==> src/rtl/cmp_guess_ctrl.sv <==
// Number-guessing game controller wrapped around an external 4-bit magnitude
// comparator: registers secret/guess onto the comparator and scores its result.
module cmp_guess_ctrl #(
  parameter int unsigned MAX_TRIES = 7
) (
  input  logic       clk_i,
  input  logic       rst_i,
  input  logic       set_i,
  input  logic       try_i,
  input  logic [3:0] d_i,
  output logic [3:0] cmp_a_o,
  output logic [3:0] cmp_b_o,
  input  logic [2:0] cmp_q_i,
  output logic       busy_o,
  output logic       high_o,
  output logic       low_o,
  output logic       win_o,
  output logic       lose_o,
  output logic [3:0] tries_o
);

  localparam int unsigned DW = 4;
  localparam int unsigned QW = 3;

  localparam logic [QW-1:0] CMP_GT    = 3'b100;
  localparam logic [QW-1:0] CMP_EQ    = 3'b010;
  localparam logic [QW-1:0] CMP_LT    = 3'b001;
  localparam logic [DW-1:0] TRIES_MAX = DW'(MAX_TRIES);

  typedef enum logic [2:0] {
    ST_IDLE,
    ST_READY,
    ST_EVAL,
    ST_WIN,
    ST_LOSE
  } state_e;

  state_e        state_q, state_d;
  logic [DW-1:0] cmp_a_q, cmp_a_d;
  logic [DW-1:0] cmp_b_q, cmp_b_d;
  logic [DW-1:0] tries_q, tries_d;
  logic          busy_q, busy_d;
  logic          high_q, high_d;
  logic          low_q, low_d;
  logic          win_q, win_d;
  logic          lose_q, lose_d;
  logic [DW-1:0] tries_inc_c;
  logic          restart_c;

  // State and output registers
  always_ff @(posedge clk_i or posedge rst_i) begin
    if (rst_i) begin
      state_q <= ST_IDLE;
      cmp_a_q <= '0;
      cmp_b_q <= '0;
      tries_q <= '0;
      busy_q  <= 1'b0;
      high_q  <= 1'b0;
      low_q   <= 1'b0;
      win_q   <= 1'b0;
      lose_q  <= 1'b0;
    end else begin
      state_q <= state_d;
      cmp_a_q <= cmp_a_d;
      cmp_b_q <= cmp_b_d;
      tries_q <= tries_d;
      busy_q  <= busy_d;
      high_q  <= high_d;
      low_q   <= low_d;
      win_q   <= win_d;
      lose_q  <= lose_d;
    end
  end

  // Next-state and output logic; SET is honoured everywhere except EVAL
  always_comb begin
    state_d     = state_q;
    cmp_a_d     = cmp_a_q;
    cmp_b_d     = cmp_b_q;
    tries_d     = tries_q;
    busy_d      = 1'b0;
    high_d      = high_q;
    low_d       = low_q;
    win_d       = win_q;
    lose_d      = lose_q;
    tries_inc_c = tries_q + DW'(1);
    restart_c   = set_i && (state_q != ST_EVAL);

    if (restart_c) begin
      cmp_b_d = d_i;
      tries_d = '0;
      high_d  = 1'b0;
      low_d   = 1'b0;
      win_d   = 1'b0;
      lose_d  = 1'b0;
      state_d = ST_READY;
    end else begin
      case (state_q)
        ST_IDLE: begin
          state_d = ST_IDLE;
        end
        ST_READY: begin
          if (try_i) begin
            cmp_a_d = d_i;
            busy_d  = 1'b1;
            state_d = ST_EVAL;
          end
        end
        ST_EVAL: begin
          high_d  = 1'b0;
          low_d   = 1'b0;
          state_d = ST_READY;
          case (cmp_q_i)
            CMP_EQ: begin
              tries_d = tries_inc_c;
              win_d   = 1'b1;
              state_d = ST_WIN;
            end
            CMP_GT, CMP_LT: begin
              tries_d = tries_inc_c;
              high_d  = (cmp_q_i == CMP_GT);
              low_d   = (cmp_q_i == CMP_LT);
              if (tries_inc_c == TRIES_MAX) begin
                lose_d  = 1'b1;
                state_d = ST_LOSE;
              end
            end
            // Glitched/illegal comparator code: the guess is not charged
            default: begin
              tries_d = tries_q;
            end
          endcase
        end
        ST_WIN, ST_LOSE: begin
          state_d = state_q;
        end
        default: begin
          state_d = ST_IDLE;
        end
      endcase
    end
  end

  assign cmp_a_o = cmp_a_q;
  assign cmp_b_o = cmp_b_q;
  assign tries_o = tries_q;
  assign busy_o  = busy_q;
  assign high_o  = high_q;
  assign low_o   = low_q;
  assign win_o   = win_q;
  assign lose_o  = lose_q;

endmodule

==> config.mk <==
export PLATFORM = sky130hd
export DESIGN_NAME = cmp_guess_ctrl
export DESIGN_NICKNAME = d
export VERILOG_FILES = /design/src/rtl/cmp_guess_ctrl.sv
export SDC_FILE = /design/constraint.sdc
export NUM_CORES = 1
export LEC_CHECK = 0
export ABC_AREA = 1
export CAP_MARGIN = 20
export CELL_PAD_IN_SITES_DETAIL_PLACEMENT = 2
export CELL_PAD_IN_SITES_GLOBAL_PLACEMENT = 2
export CORE_ASPECT_RATIO = 1.5
export CORE_MARGIN = 1.5
export CORE_UTILIZATION = 30
export DETAILED_ROUTE_END_ITERATION = 7
export GPL_TIMING_DRIVEN = 1
export MAX_ROUTING_LAYER = met4
export PLACE_DENSITY_LB_ADDON = 0.25
export SETUP_SLACK_MARGIN = 0.4
export SYNTH_ARGS = -nofsm -noshare
export SYNTH_HDL_FRONTEND = slang
export SYNTH_SLANG_ARGS = --single-unit
==> constraint.sdc <==
create_clock -name clk_i -period 3 [get_ports clk_i]
set_input_delay 0.3 -clock clk_i [delete_from_list [all_inputs] [get_ports clk_i]]
set_output_delay 0.3 -clock clk_i [all_outputs]
set_load 0.02 [all_outputs]
==> out/results.ini <==
[sta]
setup_viol = 0
whs_ns = 0.487
fin_crit_sh = 0.551
setup_tns_ns = 0
clock-skew-final_ns = 0.00629
max_freq_mhz = 605
tightest_slew_ns = 0.770
fin_crit_ns = 1.65
slew_headroom = 0.486
report.final.slew_viol_count = 0
rsz0062_at_grt = false
finalHoldViolations = 0

[clock_tree]
cts_hold_buf = 0
post_cts_buffers = 0
clockRootBuffer = clkbuf_8
numCtsBuffers = 3
cts_resized = 0
clk_pin_slew_ns = 0.08
clk_path_buf_depth = 2
clock_latency_ns = 0.26
cts_tree = built
ctsHtreeMaxLevel = 1
clkSinkCount = 20

[synth]
ys_ff_latch = 20
syn-num-nets = 131
yosysSeqAreaShare = 0.477
syn_inst = 118
synth_area_um2 = 1050
ys_types = 19
syn_area_per_cell_um2 = 8.90
synth_warnings = 0

[global_routing]
grt_use_total = 0.169
grt_pass1_vias = 994
antenna_found_initial = 0
grt_pass1_wl_mm = 4.71
grt_start_max_net_pins = 21
grt_overflow = 0

[critical_path]
cp_slowest_cell = clkdlybuf4s50_1
crit_fanout = 6
critPathTopFamily = buffers and inverters
crit_type = reg -> out
critPathBufInv = 1
worstPathArrival_ns = 1.35
r2r_cells = 7
worstPathRequired_ns = 2.70
endpoint_kind = primary output
cpPeakStageDelay_ns = 0.64
cp.depth = 1
start_kind = flip-flop
crit_path_cell_trace = clkdlybuf4s50_1

[power_and_ir_drop]
p_leak_nw = 0.700
total_power_mw = 0.965
ir_drop_uv = 289
p_per_area_nw_per_um2 = 686

[final_layout]
final_common_cell = nand2_1
nets = 162
layout_common_cells = 38 x nand2_1, 27 x clkdlybuf4s50_1, 20 x dfrtp_1
drive_gt1_frac = 0.149
final_area_um2 = 1410
n_antenna_cell = 0
syn_to_final_growth_pct = 34.1
stdcell_count = 190

[placed_design]
dp_hpwl_mm = 2.10
dp.cells = 186
placed_area_um2 = 1350
io_buffers = 27
gp_congestion = 0.752

[drt]
wl_per_cell_um = 13.6
drt_iter0_markers = 10
vias_per_cell = 4.78
vias = 908
drc = 0
first_pass_iters = 2
wl_mm = 2.59
ant_nets = 0

[run]
maxCapViolCount = 0

[status]
outcome = completed

[floorplan]
start_util = 0.310
design.core.area_um2 = 3380
chipWidth_um = 51.3
pin_count = 28
rows = 26
dieHeight_um = 75.4
die_area_um2 = 3870

[hold_path]
holdCritPathClass = in -> async

## layout make-up
cell class | instances | area [um2]
fillers | 392 | 1980
multi-input cells | 79 | 459
well taps | 42 | 52.6
repair buffers | 27 | 270
clock buffers | 4 | 55.1
flip-flops and latches | 20 | 500
inverters | 18 | 70.1
## Yosys cell counts
master / instances / area (um2)
nand2_1: 38 / 143
dfrtp_1: 20 / 500
inv_1: 16 / 60.1
nand3_1: 7 / 35.0
o21ai_2: 6 / 52.6
nand4_1: 5 / 31.3
o21ai_1: 5 / 25.0
nand2_4: 3 / 33.8
nand3_2: 3 / 30.0
nor2_1: 3 / 11.3
ha_1: 2 / 25.0
nand3_4: 2 / 35.0
o31ai_1: 2 / 15.0
and2_1: 1 / 6.26
buf_12: 1 / 20.0
inv_2: 1 / 3.75
inv_4: 1 / 6.26
nand2_2: 1 / 6.26
nor3_2: 1 / 10.0
## where the power goes
group	switching (mW)	leakage, nW	internal (mW)
Combinational	0.222	0.410	0.161
Clock	0.0883	0.0288	0.117
Sequential	0.0459	0.261	0.331
## worst paths after layout
path                                          end  slack, ns              startpoint
max in group asynchronous  cmp_b_o[0]$_DFFE_PP0P_       2.03                   rst_i
setup / recovery                       tries_o[0]       1.35  tries_o[0]$_DFFE_PP0P_
hold / removal             cmp_b_o[3]$_DFFE_PP0P_       0.49                   rst_i
setup reg to reg           state_q[0]$_DFFE_PP0P_       1.71  tries_o[0]$_DFFE_PP0P_
hold reg to reg            cmp_b_o[2]$_DFFE_PP0P_       0.49  cmp_b_o[2]$_DFFE_PP0P_
min in group clk_i         cmp_b_o[2]$_DFFE_PP0P_       0.49  cmp_b_o[2]$_DFFE_PP0P_
## metrics by stage
| step | util | worst slack, ns |
|---|---|---|
| finish | 0.416 | 1.35 |
| global route | 0.416 | 1.26 |
| CTS | 0.416 | 1.32 |
| detailed placement | 0.400 | 1.42 |
| global placement | 0.400 | 1.47 |
| floorplan | - | 1.77 |
## layer usage
metal / GRT usage / share of wire / vias to the layer above
li1: - / - / 438
met1: 0.175 / 0.37 / 447
met2: 0.326 / 0.58 / 19
met3: 0.0137 / 0.027 / 4
met5: - / 0 / -
met4: 0.0702 / 0.019 / 0
## sequential cells by signal, summed over array words and instances (netlist names), 3 cells and up
signal / cells
tries_o: 4
cmp_a_o: 4
state_q: 3
cmp_b_o: 4
## cells by family (layout without fill, tap and decap cells)
logic type,Yosys count,in the layout,synth area share
AND/OR/NAND/NOR,64,64,0.325
AO/OA/AOI/OAI,13,13,0.0882
flip-flops,20,20,0.477
adder cells (fa/ha/maj),2,2,0.0238
buffers and inverters,19,49,0.0858
Power figures use the tool's default switching activity.
==> patch 1, RTL diff (same flow settings) <==
Re-encode `state_e` (5 states) as one-hot, 5 bits wide.
--- a/src/rtl/cmp_guess_ctrl.sv
+++ b/src/rtl/cmp_guess_ctrl.sv
@@ -29,8 +29,8 @@
 
-  typedef enum logic [2:0] {
-    ST_IDLE,
-    ST_READY,
-    ST_EVAL,
-    ST_WIN,
-    ST_LOSE
+  typedef enum logic [4:0] {
+    ST_IDLE  = 5'b00001,
+    ST_READY = 5'b00010,
+    ST_EVAL  = 5'b00100,
+    ST_WIN   = 5'b01000,
+    ST_LOSE  = 5'b10000
   } state_e;
Behaviour: same outputs for any inputs over 10 cycles, from zero or initial values and one cycle with rst_i high; not proved beyond that.
==> patch 1 against the unedited design <==
Clock skew shrank 0.0049 ns. Sequential share of layout area grew 2.2 points. Setup slack lost 0.0092 ns. Wire length grew 15%. Design area grew 3.7%. Area after synthesis grew 3.0%. Critical path depth is the same. Worst hold slack gained 0.0081 ns. Sequential cell count grew 2. Critical endpoint unchanged. Largest cell class unchanged.
Power is not compared: it rests on default switching activity, and its combinational part moved more than twofold at a synthesized area within 25%.
==> patch 1: results (changes against the unedited design) <==
async_flop_share_pct: 100  # unchanged
num_vias: 948  # +4.4%
route.met3.wl_um: 46  # -33%
path_max_fanout: 7  # +1
grt_pass1_vias: 1141  # +15%
antenna_found_initial: 0  # unchanged
rr_worst_depth: 9  # +2
clock_skew_ns: 0.00139  # -0.00490 ns
r2r_slack_ns: 1.52  # -0.19 ns
n_antenna_cell: 0  # unchanged
max_stage_delay_ns: 0.64  # about the same
wl_met2_um: 1780  # +19%
ctsResizeCount: 0  # unchanged
hold_class: "register to register"
reg2reg_to: "state_q[1]"
dp_slack_ns: 1.33  # -0.0852 ns
drt_pre_antenna_iters: 4  # +2
fin_nets: 173  # +6.8%
synth_commonest_cells: "nand2_1, inv_1, dfrtp_1, nand3_1, nor2_1"
rr_startpoint: "tries_o[0]"
largest_register_ffs: 5
syn_area_per_cell_um2: 8.38  # -5.8%
numCtsBuffers: 3  # unchanged
use_met2_pct: 34.2  # +1.6 points
stdcell_count: 201  # +5.8%
drive_above_1_share_pct: 10.1  # -4.8 points
slew_headroom_pct: 44.4  # -4.3 points
ys_seq_area_share_pct: 51.0  # +3.4 points
m1WireLength_um: 1090  # +13%
status: "finished clean"
dpl.cell_count: 197  # +5.9%
first_iter_violations: 7  # -3
grt_pass1_wl_um: 5300  # +12%
synth.distinct_cells: 20  # +1
synth_nets: 142  # +8.4%
p_seq_share_pct: 43.9
whs_ns: 0.495  # +0.00806 ns
grt_use_met3_pct: 2.16  # +0.78 points
dp_hpwl_um: 2320  # +10%
gp_congestion: 0.782  # +4.1%
yosys_warnings: 0  # unchanged
grt_max_degree: 23  # +9.5%
wirelength_um: 2970  # +15%
track_usage_pct: 18.1  # +1.1 points
regMostFlops: "state_q"
yosys-top-cells-area: "dfrtp_1, nand2_1, inv_1"
met1_usage_pct: 18.1  # +0.64 points
patch 1: cell types whose count changed after synthesis, sizes merged:
cell,unedited run,this run
nor2,3,13
o21ai,11,15
o21a,0,1
o31ai,2,0
nor3,1,0
inv,18,24
nand2,42,36
dfrtp,20,21
dfstp,0,1
and2,1,0
nand4,5,3
patch 1: metrics by stage:
stage          area (µm²)  utilization [%]  power [µW]
2_1_floorplan        1080                -         428
6_report             1460             42.7         774
5_1_grt              1460             42.7         808
4_1_cts              1460             42.7         784
3_3_place_gp         1390             40.7         500
3_5_place_dp         1390             40.7         506
patch 1: cell type report:
class | count | area, µm²
Multi-Input combinational cell | 82 | 424
Inverter | 24 | 90.1
Clock buffer | 3 | 41.3
Fill cell | 395 | 1960
Clock inverter | 1 | 30.0
Timing Repair Buffer | 27 | 270
Sequential cell | 22 | 552
Tap cell | 42 | 52.6
patch 1: worst max-delay path by stage:
stage | endpoint | slack [ns] | depth (start not counted)
after floorplan | state_q[1] | 1.66 | 9
after global placement | tries_o[0] | 1.42 | 8
after detailed placement | tries_o[2] | 1.33 | 8
after CTS | tries_o[0] | 1.32 | 1
after global routing | tries_o[0] | 1.26 | 1
final | tries_o[0] | 1.34 | 1
patch 1: kinds of logic (layout without fill, tap and decap cells):
| family | count (synthesis) | after routing | synth area share [%] |
|---|---|---|---|
| adders and majority gates | 2 | 2 | 2.31 |
| AOI/OAI and AO/OA | 16 | 16 | 7.99 |
| DFF | 22 | 22 | 51.0 |
| and+or+nand+nor | 64 | 64 | 28.9 |
| buffers and inverters | 25 | 55 | 9.72 |
==> patch 2, RTL diff (config.mk and constraints unchanged) <==
Made on the original files. Set the parameter `MAX_TRIES` to 3 (it was 7).
--- a/src/rtl/cmp_guess_ctrl.sv
+++ b/src/rtl/cmp_guess_ctrl.sv
@@ -3,3 +3,3 @@
 module cmp_guess_ctrl #(
-  parameter int unsigned MAX_TRIES = 7
+  parameter int unsigned MAX_TRIES = 3
 ) (
Behaviour: not the same (Yosys sat finds a counterexample within 10 cycles, from zero or initial values and one cycle with rst_i high).
==> patch 2 against the unedited design <==
Combinational power up 2%. Clock skew down 0.0029 ns. Area after synthesis down 0.24%. Setup slack worse by 0.0037 ns. Design area up 0.98%. Sequential cell count unchanged. Wire length up 0.31%. Clock power up 33%. Critical path depth unchanged. Power up 8.0%.
==> patch 2: results (changes against the unedited design) <==
status: "finished clean"
port_buffers: 27  # unchanged
synth-compound-area-share_pct: 8.84  # +0.021 points
yosys-top-cells-area: "dfrtp_1, nand2_1, inv_1"
grt_max_degree: 21  # unchanged
num_vias: 901  # -0.77%
hold_class: "input port to async pin"
ctsResizeCount: 0  # unchanged
dp_hpwl_um: 2070  # -1.4%
post_cts_buffers: 0  # unchanged
path_delay_family: "buffers and inverters"
clock_skew_ns: 0.00342  # -0.00287 ns
gp_congestion: 0.768  # +2.1%
max_stage_delay_ns: 0.64  # about the same
async_flop_share_pct: 100  # unchanged
drt_pre_antenna_iters: 2  # unchanged
arrival_ns: 1.36
yosys-mux-area-fraction_pct: 0  # unchanged
yosys.area_share.adder_pct: 2.39  # +0.0057 points
grt_pass1_vias: 973  # -2.1%
ys_seq_area_share_pct: 47.8  # +0.11 points
track_usage_pct: 16.1  # -0.86 points
met1_usage_pct: 15.8  # -1.6 points
path_max_fanout: 6  # unchanged
max_freq_mhz: 604  # -0.22%
drive_above_1_share_pct: 14.9  # unchanged
dp_slack_ns: 1.41  # -0.00927 ns
yosys_most_used_dff: "dfrtp_1"
post_drt_wl_per_cell_um: 13.7  # +0.31%
synth_xor_area_share_pct: 0  # unchanged
first_iter_violations: 5  # -5
n_antenna_cell: 0  # unchanged
use_met2_pct: 30.9  # -1.7 points
antenna_found_initial: 0  # unchanged
leakage_uw: 0.000704  # +0.63%
yosys_warnings: 0  # unchanged
cts-root-buf: "clkbuf_8"
worst_pin_slew_ns: 0.767  # -0.00209 ns
ir_drop_uv: 258  # -11%
cts.clk_slew.worst_paths_ns: 0.08  # about the same
cts_buffer_depth: 2  # unchanged
htree_levels: 1  # unchanged
grt_use_met3_pct: 2.35  # +0.98 points
synth_commonest_cells: "nand2_1, dfrtp_1, inv_1, nand3_1, o21ai_2"
grt_pass1_wl_um: 4400  # -6.7%
synth.distinct_cells: 18  # -1
fin_nets: 162  # unchanged
clk_latency_ns: 0.26  # about the same
## patch 2: power breakdown
part           internal (µW)  switching (µW)  total, µW
Combinational            163             229        392
Clock                    178            95.1        273
Sequential               331            46.2        377
## patch 2: layout make-up
class | count | area, µm²
multi-input combinational | 79 | 457
tap | 42 | 52.6
fill | 391 | 1960
clock inverter | 1 | 30.0
timing repair buffer | 27 | 270
clock buffer | 3 | 41.3
sequential | 20 | 500
inverter | 18 | 70.1
## patch 2: metrics by stage
step                hold slack, ns  util, %  cells  cell area (µm²)  power (µW)
floorplan                    0.264        -    118             1050         625
global placement             0.466     39.9    186             1350         764
detailed placement           0.471     39.9    186             1350         785
CTS                          0.498     42.0    190             1420        1070
global route                 0.512     42.0    190             1420        1110
finish                       0.468     42.0    190             1420        1040
## patch 2: path summary, 6_finish.rpt
check | start | end | slack, ns
min | rst_i | cmp_b_o[1] | 0.47
max | tries_o[1] | tries_o[1] | 1.34
min reg2reg | cmp_b_o[0] | cmp_b_o[0] | 0.49
min in group clk_i | cmp_b_o[0] | cmp_b_o[0] | 0.49
max in group asynchronous | rst_i | tries_o[1] | 2.05
max reg2reg | tries_o[0] | state_q[0] | 1.68
## patch 2: kinds of logic after synthesis
| family | after synthesis |
|---|---|
| flip-flops | 20 |
| adder cells (fa/ha/maj) | 2 |
| buffers and inverters | 19 |
| AO/OA/AOI/OAI | 13 |
| AND/OR/NAND/NOR | 64 |
## patch 2: per-layer routing
layer,vias up,wire (µm)
met2,18,1490
met4,0,45
met3,4,63
met1,441,999
met5,-,0
li1,438,-
